## src/rtl/voice_pkg.sv

```systemverilog
// Shared constants, FSM encoding and the note-to-period formula for the voice allocator.
package voice_pkg;

   localparam int CLK_HZ    = 48_000_000;
   localparam int NOTE_W    = 7;
   localparam int PERIOD_W  = 26;
   localparam int AGE_W     = 4;
   localparam int NUM_NOTES = 128;

   typedef enum logic [1:0] {
      IDLE   = 2'd0,
      SEARCH = 2'd1,
      APPLY  = 2'd2
   } state_t;

   // Oscillator counts 0..period inclusive, hence the -1 after rounding.
   function automatic int note_period_calc(input int n);
      real f;
      f = 440.0 * (2.0 ** ((real'(n) - 69.0) / 12.0));
      return $rtoi(real'(CLK_HZ) / f + 0.5) - 1;
   endfunction

endpackage

```

## src/rtl/voice_alloc_note_period_rom.sv

```systemverilog
// 128-entry note-to-period ROM with one-cycle registered read; contents built at elaboration.
module note_period_rom
   import voice_pkg::*;
#(
   parameter int PW = voice_pkg::PERIOD_W,
   parameter int NW = voice_pkg::NOTE_W
) (
   input  logic          clk,
   input  logic          rd_en,
   input  logic [NW-1:0] addr,
   output logic [PW-1:0] data
);

   logic [PW-1:0] rom [2**NW];

   for (genvar g = 0; g < 2**NW; g++) begin : g_rom
      localparam int P = note_period_calc(g);
      assign rom[g] = PW'(P);
   end

   always_ff @(posedge clk) begin
      if (rd_en) data <= rom[addr];
   end

endmodule

```

## src/rtl/voice_alloc.sv

```systemverilog
// Polyphonic voice allocator. Define VOICE_STEAL_EN to steal the oldest slot when all
// slots are busy; otherwise such a note-on is dropped and the drop output pulses.
module voice_alloc
   import voice_pkg::*;
#(
   parameter int NUM_VOICES = 4,
   parameter int PERIOD_W   = voice_pkg::PERIOD_W,
   parameter int NOTE_W     = voice_pkg::NOTE_W
) (
   input  logic                           clk,
   input  logic                           rst,
   input  logic                           ev_valid,
   output logic                           ev_ready,
   input  logic                           ev_on,
   input  logic [NOTE_W-1:0]              ev_note,
   output logic [NUM_VOICES-1:0]          voice_en,
   output logic [NUM_VOICES*PERIOD_W-1:0] voice_period,
   output logic                           busy,
   output logic                           drop,
   output state_t                         state_dbg
);

   localparam int IDX_W = $clog2(NUM_VOICES);
   localparam logic [AGE_W-1:0] AGE_MAX = '1;

   // Handshake: an event transfers on a rising edge where ev_valid and ev_ready are both
   // high; ev_on/ev_note are sampled only on that edge and ev_valid may stay high meanwhile.
   state_t               state;
   logic [IDX_W-1:0]     scan_idx;
   logic                 on_q;
   logic [NOTE_W-1:0]    note_q;
   logic [NUM_VOICES-1:0] en;
   logic [NOTE_W-1:0]    slot_note   [NUM_VOICES];
   logic [PERIOD_W-1:0]  slot_period [NUM_VOICES];
   logic [AGE_W-1:0]     slot_age    [NUM_VOICES];
   logic                 match_ok, free_ok;
   logic [IDX_W-1:0]     match_idx, free_idx;
`ifdef VOICE_STEAL_EN
   logic                 old_ok;
   logic [IDX_W-1:0]     old_idx;
   logic [AGE_W-1:0]     old_age;
`endif
   logic [PERIOD_W-1:0]  rom_data;
   logic                 hs;
   logic                 tgt_ok;
   logic [IDX_W-1:0]     tgt_idx;
   logic                 drop_now;
   logic                 off_hit;

   assign ev_ready = (state == IDLE);
   assign hs       = ev_valid & ev_ready;

   note_period_rom #(.PW(PERIOD_W), .NW(NOTE_W)) u_rom (
      .clk  (clk),
      .rd_en(hs),
      .addr (ev_note),
      .data (rom_data)
   );

   always_comb begin
      tgt_ok  = 1'b0;
      tgt_idx = '0;
      if (on_q) begin
         if (match_ok) begin
            tgt_ok  = 1'b1;
            tgt_idx = match_idx;
         end else if (free_ok) begin
            tgt_ok  = 1'b1;
            tgt_idx = free_idx;
         end
`ifdef VOICE_STEAL_EN
         else begin
            tgt_ok  = old_ok;
            tgt_idx = old_idx;
         end
`endif
      end
   end

   assign drop_now = on_q & ~tgt_ok;
   assign off_hit  = ~on_q & match_ok;

   always_ff @(posedge clk) begin
      if (rst) begin
         state     <= IDLE;
         scan_idx  <= '0;
         on_q      <= 1'b0;
         note_q    <= '0;
         en        <= '0;
         drop      <= 1'b0;
         match_ok  <= 1'b0;
         free_ok   <= 1'b0;
         match_idx <= '0;
         free_idx  <= '0;
`ifdef VOICE_STEAL_EN
         old_ok    <= 1'b0;
         old_idx   <= '0;
         old_age   <= '0;
`endif
         for (int i = 0; i < NUM_VOICES; i++) begin
            slot_note[i]   <= '0;
            slot_period[i] <= '0;
            slot_age[i]    <= '0;
         end
      end else begin
         drop <= 1'b0;
         case (state)
            IDLE: begin
               if (hs) begin
                  on_q     <= ev_on;
                  note_q   <= ev_note;
                  scan_idx <= '0;
                  match_ok <= 1'b0;
                  free_ok  <= 1'b0;
`ifdef VOICE_STEAL_EN
                  old_ok   <= 1'b0;
`endif
                  state    <= SEARCH;
               end
            end
            SEARCH: begin
               if (!match_ok && en[scan_idx] && slot_note[scan_idx] == note_q) begin
                  match_ok  <= 1'b1;
                  match_idx <= scan_idx;
               end
               if (!free_ok && !en[scan_idx]) begin
                  free_ok  <= 1'b1;
                  free_idx <= scan_idx;
               end
`ifdef VOICE_STEAL_EN
               // Strict greater-than keeps the lowest index on equal ages.
               if (en[scan_idx] && (!old_ok || slot_age[scan_idx] > old_age)) begin
                  old_ok  <= 1'b1;
                  old_idx <= scan_idx;
                  old_age <= slot_age[scan_idx];
               end
`endif
               if (scan_idx == IDX_W'(NUM_VOICES - 1)) state <= APPLY;
               else scan_idx <= scan_idx + 1'b1;
            end
            APPLY: begin
               state <= IDLE;
               drop  <= drop_now;
               for (int i = 0; i < NUM_VOICES; i++) begin
                  if (tgt_ok) begin
                     if (IDX_W'(i) == tgt_idx) begin
                        en[i]          <= 1'b1;
                        slot_note[i]   <= note_q;
                        slot_period[i] <= rom_data;
                        slot_age[i]    <= '0;
                     end else if (en[i] && slot_age[i] != AGE_MAX) begin
                        slot_age[i] <= slot_age[i] + 1'b1;
                     end
                  end else if (off_hit && IDX_W'(i) == match_idx) begin
                     en[i]          <= 1'b0;
                     slot_period[i] <= '0;
                     slot_age[i]    <= '0;
                  end
               end
            end
            default: state <= IDLE;
         endcase
      end
   end

   assign voice_en  = en;
   assign busy      = (state != IDLE);
   assign state_dbg = state;

   for (genvar g = 0; g < NUM_VOICES; g++) begin : g_out
      assign voice_period[g*PERIOD_W +: PERIOD_W] = slot_period[g];
   end

endmodule
```

## config.mk

```make
export PLATFORM = sky130hd
export DESIGN_NAME = voice_alloc
export DESIGN_NICKNAME = d
export VERILOG_FILES = /design/src/rtl/voice_pkg.sv /design/src/rtl/voice_alloc_note_period_rom.sv /design/src/rtl/voice_alloc.sv
export SDC_FILE = /design/constraint.sdc
export NUM_CORES = 1
export LEC_CHECK = 0
export ABC_AREA = 1
export CORE_MARGIN = 2
export CORE_UTILIZATION = 30
export CTS_BUF_LIST = sky130_fd_sc_hd__clkbuf_2 sky130_fd_sc_hd__clkbuf_4 sky130_fd_sc_hd__clkbuf_8
export DETAILED_ROUTE_END_ITERATION = 8
export DONT_BUFFER_PORTS = 1
export PLACE_DENSITY = 0.43
export SYNTH_ARGS = -nofsm -noshare
export SYNTH_HDL_FRONTEND = slang
export SYNTH_HIERARCHICAL = 1
export SYNTH_SLANG_ARGS = --single-unit
```

## constraint.sdc

```tcl
create_clock -name clk -period 2.31 [get_ports clk]
set_input_delay 0.462 -clock clk [delete_from_list [all_inputs] [get_ports clk]]
set_output_delay 0.462 -clock clk [all_outputs]
set_load 0.005 [all_outputs]
```

# == Yosys cells after proc, flatten, opt, wreduce, memory -nomap -nowiden ==
# Memory sizes are Yosys's and may differ from the RTL's. A register that Yosys moved wholly into a read port is not among the register bits.
# Index checks and enable logic that the tools add are counted.
# totals
regBits,23
ramBits,132
mem_bits_ro,3328
inputBits,11
output_inout_bits,113
word_cells,174
mem_count,3
# mem_list
memory,words,width,read_ports,rd_ports_with_merged_regs,write_ports,line,source
(no name shown),128,26,1,1,0,voice_alloc_note_period_rom.sv:22,if (rd_en) data <= rom[addr];
slot_period,4,26,4,0,4,voice_alloc.sv:34,logic [PERIOD_W-1:0] slot_period [NUM_VOICES];
slot_note,4,7,1,1,4,voice_alloc.sv:33,logic [NOTE_W-1:0] slot_note [NUM_VOICES];
# classes
add_sub_neg,1
magnitude_cmp,1
n_eq_ne,19
n_mux,87
bitwise_logic,19
reduce_logical,31
# ops
operator,count
26-bit 2-to-1 mux,8
1-bit 2-to-1 mux,61
7-bit 2-to-1 mux,4
3-bit AND reduction,7
2-bit 2-to-1 mux,9
1-bit bitwise OR,12
2-bit nonzero test,6
"2-bit by 1-bit inequality test with 1-bit output, second input constant",5
"2-bit equality test, first input constant",4
"2-bit inequality test, second input constant",4
7-bit inverter with 8-bit output,1
2-bit one-hot mux with 2 select lines,2
2-bit AND reduction,4
7-bit equality test,1
1-bit logical AND,7
2-bit logical NOT,3
"1-bit by 2-bit equality test with 1-bit output, first input constant",2
"2-bit equality test, second input constant",2
1-bit one-hot mux with 2 select lines,2
1-bit bitwise AND,3
1-bit logical NOT,3
"2-bit by 3-bit < comparator with 1-bit output, second input constant",1
1-bit inverter,3
"2-bit by 1-bit adder with 2-bit output, second input constant",1
other kinds (3),3

# == Longest topological paths before layout ==
# Gate-level depths: netlist of run 1.
# depth
ltp_word,11
ltp_mapped,13
mapped_depth_nobuf,13

# == Modules after synthesis ==
# The synthesis of run 1 kept the hierarchy.
# modules_own_cells
module,instances,cells_each,area_each_um2,seq_area_each_um2
voice_alloc,1,561,6137.1,4464.3
note_period_rom,1,579,3313.2,690.7

# == Least setup slack after synthesis of run 1 ==
# OpenSTA, ideal clock, no wires.
# synth_path
path_type,in2reg
from,in rst
to,"mem slot_period[0][0], enable pin"
setup_ps,507
t_arrival_ps,1970
t_required_ps,1803
setup_slack_ps,-167
stages,5
n_path_buf,2
path_cell_list,clkbuf_1 > clkinv_1 > nand2_1 > buf_2 > nand3_1
# synth_rtl
element,line,source
from (decl),voice_alloc.sv:11,"input logic rst,"
to (decl),voice_alloc.sv:34,

==> impl_metrics.toml, run 1 <==
[status]
outcome = "finished, final reports clean"

[cells_and_area]
drive_above_1_share_pct = 7.81
final_nets = 1169
stdcell_area_mm2 = 0.0105
fin_cells = 1549
synthToLayoutAreaGrowth_pct = 10.6
diodes = 0
final_cell_mix = "nand2_1, nor2_1, edfxtp_1"
final_common_cell = "nand2_1"

[cts]
cts.path.max_buffers = 2
clock_latency_ps = 470
clock_sinks = 180
ctsHoldBuffers = 0
cts_made_buffers = 17
cts_setup_buffers = 0
ctsResizeCount = 0
cts_tree = "yes"
cts-root-buf = "clkbuf_8"
cts-htree-levels = 4
clk_pin_slew_ps = 110

[setup_path]
slowest_stage = "dfxtp_1"
end_kind = "flip-flop"
crit_start = "state_dbg[1]"
cp_num_buf_inv = 3
crit_arrival_ps = 2070
path_class = "reg -> reg"
critPathMaxFanout = 26
start_kind = "flip-flop"
worstPathRequired_ps = 2480
path_cells = "inv_1, nor2_1, inv_1, nor4_2, nand2_1, nand3_2, buf_12"
max_stage_delay_ps = 410
worstReg2RegStart = "state_dbg[1]"
crit_top_cell = "inv_1"
cp_top_family = "simple AND/OR/NAND/NOR gates"

[drt]
drtAntennaViolNets = 0
drc = 0
post_drt_wl_per_cell_um = 19.7
wl_um = 30600
vias = 7916
drt_pass1_iterations = 8
via_per_inst = 5.11
drt-initial-drc-count = 729

[timing]
worst_pin_slew_ps = 806
finalSetupTns_ps = 0
max_freq_ghz = 0.526
min_period_over_period_pct = 82.3
setup_violations = 0
max-slew-margin-rel_pct = 46.1
fin_crit_ps = 1900
finalHoldViolCount = 0
fin_skew_ps = 21.1
rsz0062_at_grt = "no"
maxSlewViolCount = 0

[place]
placement.cell_area_mm2 = 0.0100
hpwlAfterDp_um = 21000
gp_congestion = 0.939
dp.cells = 1517
io_buffer_count = 0

[floorplanning]
start_util_pct = 30.7
fp.dieW_um = 181
fp.dieH_um = 181
die-area_mm2 = 0.0329
io_pins = 124
rows = 64
core_area_mm2 = 0.0308

[min_path]
hold_class = "in -> reg"
hold_start = "rst"

[power_and_ir_drop]
p_leak_nw = 4.47
p_per_area_mw_per_mm2 = 676
peakVddDrop_uv = 370

[grt]
grt_max_degree = 60
overflow = 0
antenna_found_initial = 0
track_usage_pct = 18.6
grt_pass1_vias = 7503
grt_pass1_wl_um = 46100

[synthesis]
synth.cell_area_mm2 = 0.00945
synth_cell_type_count = 34
syn_area_per_cell_um2 = 8.29
synth_warnings = 6
ys_seq_elements = 180
yosysSeqAreaShare_pct = 54.5
syn_inst = 1140

[job]
maxCapViolCount = 0
==> final timing paths <==
kind         slack [ps]                  to  cells after the start
min reg2reg         500             free_ok                      2
max reg2reg         410  slot_period[0][14]                      7
max                 410  slot_period[0][14]                      7
min                  40         voice_en[3]                      1
==> report_power, final <==
part	leakage (nW)	switching, mW	total (mW)	internal [mW]
combinational	2.46	0.691	0.963	0.271
sequential	1.79	0.0709	3.74	3.67
clock	0.223	1.33	2.37	1.04
total	4.47	2.09	7.07	4.98
==> cell type report <==
cell class	instances	area, um2
Sequential cell	180	5150
Multi-Input combinational cell	822	3670
Clock buffer	17	234
Fill cell	3165	20400
Clock inverter	15	209
Timing Repair Buffer	32	365
Tap cell	396	495
Inverter	87	329
==> cell families (layout without fill, tap and decap cells) <==
family / after synthesis / in the layout / synth area share (%)
AOI/OAI and AO/OA: 85 / 85 / 4.93
adders and majority gates: 18 / 18 / 2.38
buffers and inverters: 140 / 151 / 6.77
DFF: 180 / 180 / 54.5
other: 1 / 3 / 0.0397
and+or+nand+nor: 716 / 716 / 31.3
==> layer usage <==
layer	routed length [um]	up-vias	global-route usage, %
met5	0	-	0
met4	757	0	6.67
met3	2090	51	3.71
met2	13800	363	29.0
met1	13900	3760	25.6
li1	-	3742	-
==> cells in the mapped netlist (all sizes together) <==
cell	n	area [um2]
nand2	343	1300
nor2	213	832
edfxtp	155	4650
nand3	139	696
inv	86	325
buf	46	284
o21ai	39	195
a21oi	31	159
dfxtp	25	500
ha	18	225
o211ai	11	82.6
nand4	9	56.3
clkbuf	7	26.3
or2	4	25.0
nor3	3	15.0
a22oi	2	15.0
nand3b	2	15.0
nor4	2	18.8
a21boi	1	7.51
a31oi	1	6.26
and3	1	6.26
clkinv	1	3.75
conb	1	3.75
==> per-stage QoR <==
step / utilization [%] / power, mW / hold WS, ps / setup slack [ps]
floorplan: - / 4.47 / 459 / 60.2
global placement: 32.5 / 4.78 / 476 / 18.5
detailed placement: 32.5 / 4.76 / 482 / 68.2
CTS: 33.9 / 7.13 / 1.26 / 383
global route: 33.9 / 7.37 / 17.9 / 157
finish: 33.9 / 7.07 / 38.0 / 409
==> flip-flops by register name, indices dropped and copies added, names as in the netlist, 2 cells and up, named ones only <==
name / flops
slot_period: 104
slot_note: 28
u_rom/data: 23
note_q: 7
voice_en: 4
free_idx: 2
match_idx: 2
scan_idx: 2
state_dbg: 2
(Power assumes the default switching activity.)
==> run 2, diff against run 1 <==
Settings changed: PLACE_DENSITY 0.43 to 0.42.
Clock period 2.31 ns to 1.9 ns, I/O delays scaled along.
==> run 2 against run 1 <==
Effect of this change:
- clock power increased by 13%
- hold slack improved by 42 ps
- die area unchanged
- global-route usage increased by 1.0 points
- critical path type unchanged
- critical endpoint is now slot_period[0][15]
- largest power group unchanged
==> impl_metrics.toml, run 2 (synthesized netlist as in run 1, its figures left out) <==
[cells_and_area]
drive_above_1_share_pct = 12.1
stdcell_area_mm2 = 0.0109
regMostFlops = "slot_period"
final_cell_mix = "nand2_1, nor2_1, edfxtp_1"
final_nets = 1218
diodes = 0
top_regs = "slot_period x104, slot_note x28, u_rom/data x23"
fin_cells = 1598
final_common_cell = "nand2_1"
utilization_pct = 35.4
largest_reg_flops = 104
synthToLayoutAreaGrowth_pct = 15.5

[timing]
finalSetupTns_ps = 0
min_period_over_period_pct = 95.2
fin_crit_ps = 1810
max-slew-margin-rel_pct = 65.8
finalHoldViolCount = 0
setup_violations = 0
worst_pin_slew_ps = 511
maxSlewViolCount = 0
fin_skew_ps = 19.4
max_freq_ghz = 0.553
holdWs_ps = 79.8

[drt]
post_drt_wl_per_cell_um = 20.8
drtAntennaViolNets = 0
drt-initial-drc-count = 908
via_per_inst = 4.97
wl_um = 33200
drc = 0
drt_pass1_iterations = 6
vias = 7950

[setup_path]
end_kind = "flip-flop"
worstPathRequired_ps = 2090
r2r_end = "slot_period[0][15]"
cp_num_buf_inv = 1
r2r_cells = 6
worstReg2RegStart = "match_ok"
crit_arrival_ps = 2000
cp_top_family = "simple AND/OR/NAND/NOR gates"
crit_cells = 6
slowest_stage = "dfxtp_4"
critPathMaxFanout = 7
path_cells = "o21ai_1, nor2_1, nor4_2, nand2_2, nand3_4, clkbuf_16"
crit_start = "match_ok"
r2r_slack_ps = 90
max_stage_delay_ps = 380
path_class = "reg -> reg"
start_kind = "flip-flop"

[min_path]
min_to = "on_q"
hold_class = "in -> reg"
min_path_cells = 2
hold_start = "ev_on"

[grt]
grt_pass1_vias = 7596
overflow = 0
track_usage_pct = 19.6
grt_max_degree = 60
grt_pass1_wl_um = 48500
antenna_found_initial = 0

[floorplanning]
rows = 64
die-area_mm2 = 0.0329
fp.dieH_um = 181
start_util_pct = 30.7
fp.dieW_um = 181
core_area_mm2 = 0.0308
io_pins = 124

[cts]
clock_sinks = 180
cts.path.max_buffers = 2
cts_setup_buffers = 0
cts_tree = "yes"
cts_made_buffers = 17
clk_pin_slew_ps = 100
cts-root-buf = "clkbuf_8"
cts-htree-levels = 4
clock_latency_ps = 470

[place]
io_buffer_count = 0
placement.cell_area_mm2 = 0.0104
gp_congestion = 0.954
hpwlAfterDp_um = 22400
dp.cells = 1561

[status]
outcome = "finished, final reports clean"

[power_and_ir_drop]
peakVddDrop_uv = 407
p_leak_nw = 4.73
p_per_area_mw_per_mm2 = 782

[job]
maxCapViolCount = 0
-- run 2: cell types whose count changed in the layout (fill, tap and decap cells not counted), moves of 3 or more --
| cell | change |
|---|---|
| buf_4 | +41 |
| buf_12 | +3 |
| inv_6 | +4 |
| clkbuf_16 | +3 |
-- run 2: per-layer routing --
metal | GRT usage, % | wire length (um) | vias up
met2 | 31.0 | 15400 | 314
met4 | 5.37 | 559 | 0
met1 | 27.5 | 15200 | 3761
li1 | - | - | 3842
met3 | 3.75 | 2080 | 33
met5 | 0 | 0 | -
-- run 2: worst max path at each step --
stage                         end  slack [ps]
3_5_place_dp        u_rom/data[7]        -130
4_1_cts        slot_period[0][12]          70
6_report       slot_period[0][15]          90
5_1_grt        slot_period[0][25]          -6
3_3_place_gp        u_rom/data[7]        -140
2_1_floorplan   slot_period[1][0]        -270
-- run 2: layout make-up --
class,count,area (um2)
Clock buffer,17,234
Clock inverter,15,160
Fill cell,3178,19900
Inverter,87,334
Multi-Input combinational cell,822,3710
Sequential cell,180,5160
Tap cell,396,495
Timing Repair Buffer,81,830
-- run 2: repair_timing --
item	in CTS	in global routing
resized for setup	0	14
endpoints found under the setup margin	0	81
hold buffers	1	0
hold endpoints to repair	8	0
-- run 2: report_power, final --
part	leakage [nW]	switching (mW)	internal, mW
registers	1.79	0.0883	4.46
clock network	0.205	1.58	1.10
logic	2.74	0.892	0.424
-- run 2: through the flow --
step / total power [mW] / setup WS [ps]
floorplan: 5.43 / -268
global placement: 5.91 / -142
detailed placement: 5.90 / -131
CTS: 8.60 / 72.7
global route: 8.91 / -6.26
finish: 8.54 / 91.2
